### config.mk
export PLATFORM = sky130hd
export DESIGN_NAME = fifo_sync
export DESIGN_NICKNAME = d
export VERILOG_FILES = /design/src/rtl/fifo_sync.sv
export SDC_FILE = /design/constraint.sdc
export NUM_CORES = 1
export LEC_CHECK = 0
export CAP_MARGIN = 20
export CORE_MARGIN = 3
export CORE_UTILIZATION = 60
export DETAILED_ROUTE_END_ITERATION = 12
export PLACE_DENSITY = 0.82
export SYNTH_ARGS = -nofsm -noshare
export SYNTH_HDL_FRONTEND = slang
export SYNTH_SLANG_ARGS = --single-unit
export TNS_END_PERCENT = 50
### constraint.sdc
create_clock -name clk -period 6.33 [get_ports clk]
set_input_delay 1.899 -clock clk [delete_from_list [all_inputs] [get_ports clk]]
set_output_delay 1.899 -clock clk [all_outputs]
set_load 0.005 [all_outputs]
### src/rtl/fifo_sync.sv
// Synchronous FIFO with occupancy flags, sticky overflow/underflow and flush.
// Define FIFO_SYNC_FWFT_EN for first-word-fall-through reads; default is registered read, latency 1.
module fifo_sync #(
  parameter int DATA_WIDTH = 8,
  parameter int ADDR_WIDTH = 4,
  parameter int DEPTH      = (1 << ADDR_WIDTH),
  parameter int AFULL_LVL  = DEPTH - 2,
  parameter int AEMPTY_LVL = 2
) (
  input  logic                  clk,
  input  logic                  resetn,
  input  logic                  flush,
  input  logic                  wr_en,
  input  logic [DATA_WIDTH-1:0] wr_data,
  input  logic                  rd_en,
  output logic [DATA_WIDTH-1:0] rd_data,
  output logic                  rd_valid,
  output logic                  full,
  output logic                  empty,
  output logic                  almost_full,
  output logic                  almost_empty,
  output logic [ADDR_WIDTH:0]   count,
  output logic                  overflow,
  output logic                  underflow
);

  localparam int CW = ADDR_WIDTH + 1;

  logic [DATA_WIDTH-1:0] mem_q [DEPTH];
  logic [ADDR_WIDTH-1:0] wr_ptr_q, wr_ptr_d;
  logic [ADDR_WIDTH-1:0] rd_ptr_q, rd_ptr_d;
  logic [CW-1:0]         count_q, count_d;
  logic                  ovf_q, ovf_d;
  logic                  udf_q, udf_d;
  logic                  wr_go, rd_go;

  // Flags come only from the registered count, so no request-to-flag path exists.
  assign full         = (count_q == CW'(DEPTH));
  assign empty        = (count_q == '0);
  assign almost_full  = (count_q >= CW'(AFULL_LVL));
  assign almost_empty = (count_q <= CW'(AEMPTY_LVL));
  assign count        = count_q;
  assign overflow     = ovf_q;
  assign underflow    = udf_q;

  assign wr_go = wr_en & ~full  & ~flush;
  assign rd_go = rd_en & ~empty & ~flush;

  always_comb begin
    wr_ptr_d = wr_ptr_q;
    rd_ptr_d = rd_ptr_q;
    count_d  = count_q;
    ovf_d    = ovf_q;
    udf_d    = udf_q;
    if (flush) begin
      wr_ptr_d = '0;
      rd_ptr_d = '0;
      count_d  = '0;
      ovf_d    = 1'b0;
      udf_d    = 1'b0;
    end else begin
      // DEPTH is a power of two, so pointer wrap is plain overflow of the adder.
      if (wr_go) wr_ptr_d = wr_ptr_q + 1'b1;
      if (rd_go) rd_ptr_d = rd_ptr_q + 1'b1;
      case ({wr_go, rd_go})
        2'b10:   count_d = count_q + 1'b1;
        2'b01:   count_d = count_q - 1'b1;
        default: count_d = count_q;
      endcase
      if (wr_en && full)  ovf_d = 1'b1;
      if (rd_en && empty) udf_d = 1'b1;
    end
  end

  always_ff @(posedge clk or negedge resetn) begin
    if (!resetn) begin
      wr_ptr_q <= '0;
      rd_ptr_q <= '0;
      count_q  <= '0;
      ovf_q    <= 1'b0;
      udf_q    <= 1'b0;
    end else begin
      wr_ptr_q <= wr_ptr_d;
      rd_ptr_q <= rd_ptr_d;
      count_q  <= count_d;
      ovf_q    <= ovf_d;
      udf_q    <= udf_d;
    end
  end

  // Storage is not reset; pointers and count define what is valid.
  always_ff @(posedge clk) begin
    if (wr_go) mem_q[wr_ptr_q] <= wr_data;
  end

`ifdef FIFO_SYNC_FWFT_EN
  assign rd_data  = empty ? '0 : mem_q[rd_ptr_q];
  assign rd_valid = ~empty;
`else
  logic [DATA_WIDTH-1:0] rd_data_q;
  logic                  rd_valid_q;

  always_ff @(posedge clk or negedge resetn) begin
    if (!resetn) begin
      rd_data_q  <= '0;
      rd_valid_q <= 1'b0;
    end else begin
      rd_valid_q <= rd_go;
      if (rd_go) rd_data_q <= mem_q[rd_ptr_q];
    end
  end

  assign rd_data  = rd_data_q;
  assign rd_valid = rd_valid_q;
`endif

endmodule

# ---- Yosys cells after proc, flatten, opt, wreduce, memory -nomap -nowiden
# Memory sizes are Yosys's and may differ from the RTL's. A register that Yosys moved wholly into a read port is not among the register bits.
# Index checks and enable logic that the tools add are counted.
dict set report word_totals {
  output_inout_bits 20
  memories 1
  inputBits 13
  ram_bits 128
  word_cells 44
  ff_bits 16
}
dict set report op_classes {
  n_reduce_logical 9
  n_mux 12
  eq_ne 3
  n_lt_le_gt_ge 2
  bitwise 7
  add_sub_neg 4
}
# name depth word_bits read_ports rd_ports_with_merged_regs write_ports line
set mem_list {}
lappend mem_list {mem_q 16 8 1 1 1 29} ;# logic [DATA_WIDTH-1:0] mem_q [DEPTH];
# op count
set op_table {}
lappend op_table {{two-way mux 4 bit} 4}
lappend op_table {{case mux 5 bit (2 select lines)} 1}
lappend op_table {{adder 4 x 1 -> 4 bit, second input constant} 2}
lappend op_table {{nonzero test 2 bit} 4}
lappend op_table {{two-way mux 1 bit} 6}
lappend op_table {{adder 5 x 1 -> 5 bit, second input constant} 1}
lappend op_table {{== test 5 bit, second input constant} 1}
lappend op_table {{>= comparator 5 x 4 -> 1 bit, second input constant} 1}
lappend op_table {{less-or-equal comparator 5 x 2 -> 1 bit, second input constant} 1}
lappend op_table {{zero test 5 bit} 1}
lappend op_table {{two-way mux 5 bit} 1}
lappend op_table {{subtractor 5 x 1 -> 5 bit, second input constant} 1}
lappend op_table {{AND 1 bit} 4}
lappend op_table {{inverter 1 bit} 3}
lappend op_table {{nonzero test 3 bit} 1}
lappend op_table {{== test 2 x 1 -> 1 bit, second input constant} 1}
lappend op_table {{== test 2 bit, second input constant} 1}
lappend op_table {{logical AND 1 bit} 2}
lappend op_table {{zero test 1 bit} 1}

# ---- Depth between registers and ports, before layout
dict set report logic_depth {
  depth_word 7
  depth_mapped 10
}

# ---- Worst setup path before layout
# No wires, ideal clock.
dict set report synth_timing {
  kind {input to register}
  start {input flush}
  end {register count_q[4], in the netlist count[4]}
  setup_time_ns 0.125
  arrival_time_ns 3.822
  path_slack_ns 2.383
  path_stages 9
  n_path_buf 0
  required_time_ns 6.205
  cell_sequence {or3b_1 -> mux2i_1 -> xor2_1 -> ha_1 -> o31ai_1 -> a21oi_1 -> o21a_1 -> nor3_2 -> mux2_4}
}
dict set report synth_via {
  elab_chain_cells 5
  word_cells_on_any_way 8
  cone_classes {eq/ne (2); mux (2); bitwise (3); reduce/logical (1)}
}
# item line
set synth_lines {}
lappend synth_lines {{start: declaration} 12} ;# input logic flush,
lappend synth_lines {{inverter 1 bit} {46, 47}}
lappend synth_lines {{AND 1 bit (on tied branches)} {47, 46}}
lappend synth_lines {{== test 2 x 1 -> 1 bit or == test 2 bit (tied branches)} 65} ;# case ({wr_go, rd_go})
lappend synth_lines {{case mux 5 bit (2 select lines)} 65}
lappend synth_lines {{two-way mux 5 bit} 55} ;# if (flush) begin
lappend synth_lines {{end signal: assignment} 85} ;# count_q <= count_d;
lappend synth_lines {{end: declaration} 32} ;# logic [CW-1:0] count_q, count_d;
# Several ways; a longest one is shown, not always the timed one.
# A chain may end at the register's enable or synchronous reset.

# ---- Worst setup path in the final report
# Ends and elaborated chain as after synthesis.

==> out/metrics.yaml <==
global_routing:
  grt_usage_pct: 23.19
  antenna_found_initial: 0
  grt_pass1_vias: 3257
  grt-ovfl-total: 0
  grt_max_degree: 36
  grt_pass1_wl_um: 19000
finish:
  final_common_cell: "edfxtp_1"
  most-common-layout-cells: "edfxtp_1, mux4_2, clkdlybuf4s50_1"
  layout.nets: 378
  area.growth.synth_to_final_pct: 16.13
  n_antenna_cell: 0
  nFillCells: 593
  stdcell_count: 504
  drive_gt1_share_pct: 23.99
sta:
  relSlewSlack_pct: 38.85
  period_share_pct: 68.36
  hold_violations: 0
  final.min_clock_period_ns: 4.327
  clock_skew_ns: 0.007343
  drv_slew: 0
  max_freq_ghz: 0.2311
  setup_slack_ns: 2.003
  finalSetupViolCount: 0
  setup_tns_ns: 0
  rsz0062_at_grt: "false"
  tightest_slew_ns: 0.9139
route:
  vias: 3078
  ant_nets: 0
  viasPerCell: 6.107
  wire_per_inst_um: 23.19
  first_iter_violations: 312
  wirelength_um: 11690
  drc: 0
  drtPass1Iterations: 4
cts:
  cts_root_buffer: "clkbuf_8"
  cts.repair.resized: 0
  cts_tree: "yes"
  clockBufferDepth: 2
  cts_buffers: 17
  h-tree-depth: 4
  cts.clk_slew.worst_paths_ns: 0.06
  hold_buffers: 0
  clock_latency_ns: 0.52
  cts_sinks: 152
  cts_setup_buffers: 0
min_path:
  hold_class: "reg2reg"
  whs_endpoint: "overflow$_DFFE_PN0P_"
  whs_path_depth: 2
  min_from: "overflow$_DFFE_PN0P_"
floorplan:
  core_mm2: 0.009910
  start_util_pct: 62.31
  rows: 36
  fp.dieArea_mm2: 0.01154
  ios: 33
  fp.dieW_um: 107.4
  fp.dieH_um: 107.4
setup_path:
  cp_cell_sequence: "clkdlybuf4s50_1 > buf_4 > or3b_1 > mux2i_1 > xor2_1 > ha_1 > o31ai_1 > a21oi_1 > o21a_1 > nor3_2 > mux2_4"
  r2r-end: "count[4]$_DFFE_PN0P_"
  rr_worst_depth: 9
  cp_top_family: "simple AND/OR/NAND/NOR gates"
  start_kind: "primary input"
  slowest_stage: "or3b_1"
  critPathBufInv: 2
  ff2ff_setup_slack_ns: 3.45
  cp_data_required_time_ns: 6.74
  worst-path-stages: 11
  cp.arrival_ns: 4.73
  path_class: "in2reg"
  cpPeakStageDelay_ns: 0.48
  path_max_fanout: 24
  r2r_start: "count[1]$_DFFE_PN0P_"
  endpoint_kind: "flip-flop"
placement:
  gp_congestion: 0.7907
  placed_cells: 472
  detailed_place_hpwl_um: 7510
  io_buffers: 32
  dp_slack_ns: 1.480
yosys:
  synth-seq-cells: 152
  synthTopCellsByArea: "edfxtp_1, mux4_2, dfrtp_1"
  synth_edf_count: 128
  synth-seq-area-share_pct: 71.98
  synthDistinctLibCells: 41
  syn_inst: 319
  synth.cell_area_mm2: 0.006175
  async_flop_share_pct: 15.79
  syn_avg_cell_area_um2: 19.36
  yosys_warnings: 0
  synth_top_area_cell: "edfxtp_1"
  synth_top_area_share_pct: 62.25
  synthFlopType: "edfxtp_1"
  syn_nets: 339
power_and_ir_drop:
  power_density_mw_per_mm2: 378.4
  ir_drop_v: 0.0002496
  p_leak_nw: 2.393
job:
  cap_viol_max_count: 0
run_status:
  status: "finished clean"
area by class of cell:
cell class | instances | area (um^2) | share of cell area, %
tap | 133 | 166.4 | 2.321
clock buffer | 23 | 479.2 | 6.683
multi-input combinational | 149 | 1637 | 22.82
inverter | 2 | 7.507 | 0.1047
sequential | 152 | 4447 | 62.01
timing repair buffer | 36 | 370.4 | 5.165
clock inverter | 9 | 63.81 | 0.8899
power breakdown:
part | switching, W | internal (W)
Sequential | 0.0000683 | 0.00114
Clock | 0.000380 | 0.000531
Combinational | 0.000249 | 0.000341
Total | 0.000697 | 0.00202
state kept, by name, summed over array words and instances (netlist names):
signal / count
mem_q: 128
rd_data: 8
count: 5
rd_ptr_q: 4
wr_ptr_q: 4
overflow: 1
rd_valid: 1
underflow: 1
layer usage:
metal	up-vias	global-route usage [%]	routed length (um)
li1	1355	-	-
met1	1585	32.52	4666
met2	123	36.10	5999
met3	15	5.939	832
met4	0	8.206	190
met5	-	0	0
how the worst max path moves through the flow:
stage	start	end
after floorplan	flush	count[4]$_DFFE_PN0P_
after CTS	flush	count[4]$_DFFE_PN0P_
after detailed placement	flush	count[4]$_DFFE_PN0P_
after global routing	flush	count[4]$_DFFE_PN0P_
after global placement	flush	count[4]$_DFFE_PN0P_
final	flush	count[4]$_DFFE_PN0P_
metrics by stage:
| stage | instance area (um^2) | util (%) | hold WS (ns) | power, W |
|---|---|---|---|---|
| 2_1_floorplan | 6175 | - | 0.4859 | 0.001613 |
| 3_3_place_gp | 6600 | 66.60 | 0.4907 | 0.001806 |
| 3_5_place_dp | 6628 | 66.88 | 0.4902 | 0.001825 |
| 4_1_cts | 7171 | 72.36 | 0.5034 | 0.002738 |
| 5_1_grt | 7171 | 72.36 | 0.5220 | 0.002841 |
| 6_report | 7171 | 72.36 | 0.4997 | 0.002713 |
Yosys cell counts, types with 2 or more instances:
cell type	instances
edfxtp_1	128
mux4_2	40
nor2_1	29
dfrtp_1	24
nand2_1	10
clkbuf_1	9
a21oi_1	8
mux2_2	8
ha_1	7
xor2_1	6
and3_1	4
nand3_1	4
buf_4	3
nand3b_1	3
or3_1	3
buf_1	2
buf_6	2
inv_1	2
mux2i_1	2
o21a_1	2
o31ai_1	2
xnor2_1	2
tightest hold or removal path, delay by kind of cell (launching register included):
family	cells	cell delay, ns
flip-flops	1	0.34
AND/OR/NAND/NOR	1	0.07
AO/OA/AOI/OAI	1	0.05
cell families (layout without fill, tap and decap cells):
logic type | Yosys count | after routing | share of synthesized area, %
flip-flops | 152 | 152 | 71.98
multiplexers | 51 | 51 | 16.62
XOR/XNOR | 8 | 8 | 1.135
adder cells (fa/ha/maj) | 7 | 7 | 1.418
AO/OA/AOI/OAI | 20 | 20 | 2.229
buffers and inverters | 18 | 70 | 1.520
AND/OR/NAND/NOR | 63 | 63 | 5.107
No activity file was read; power rests on OpenSTA's default activity.
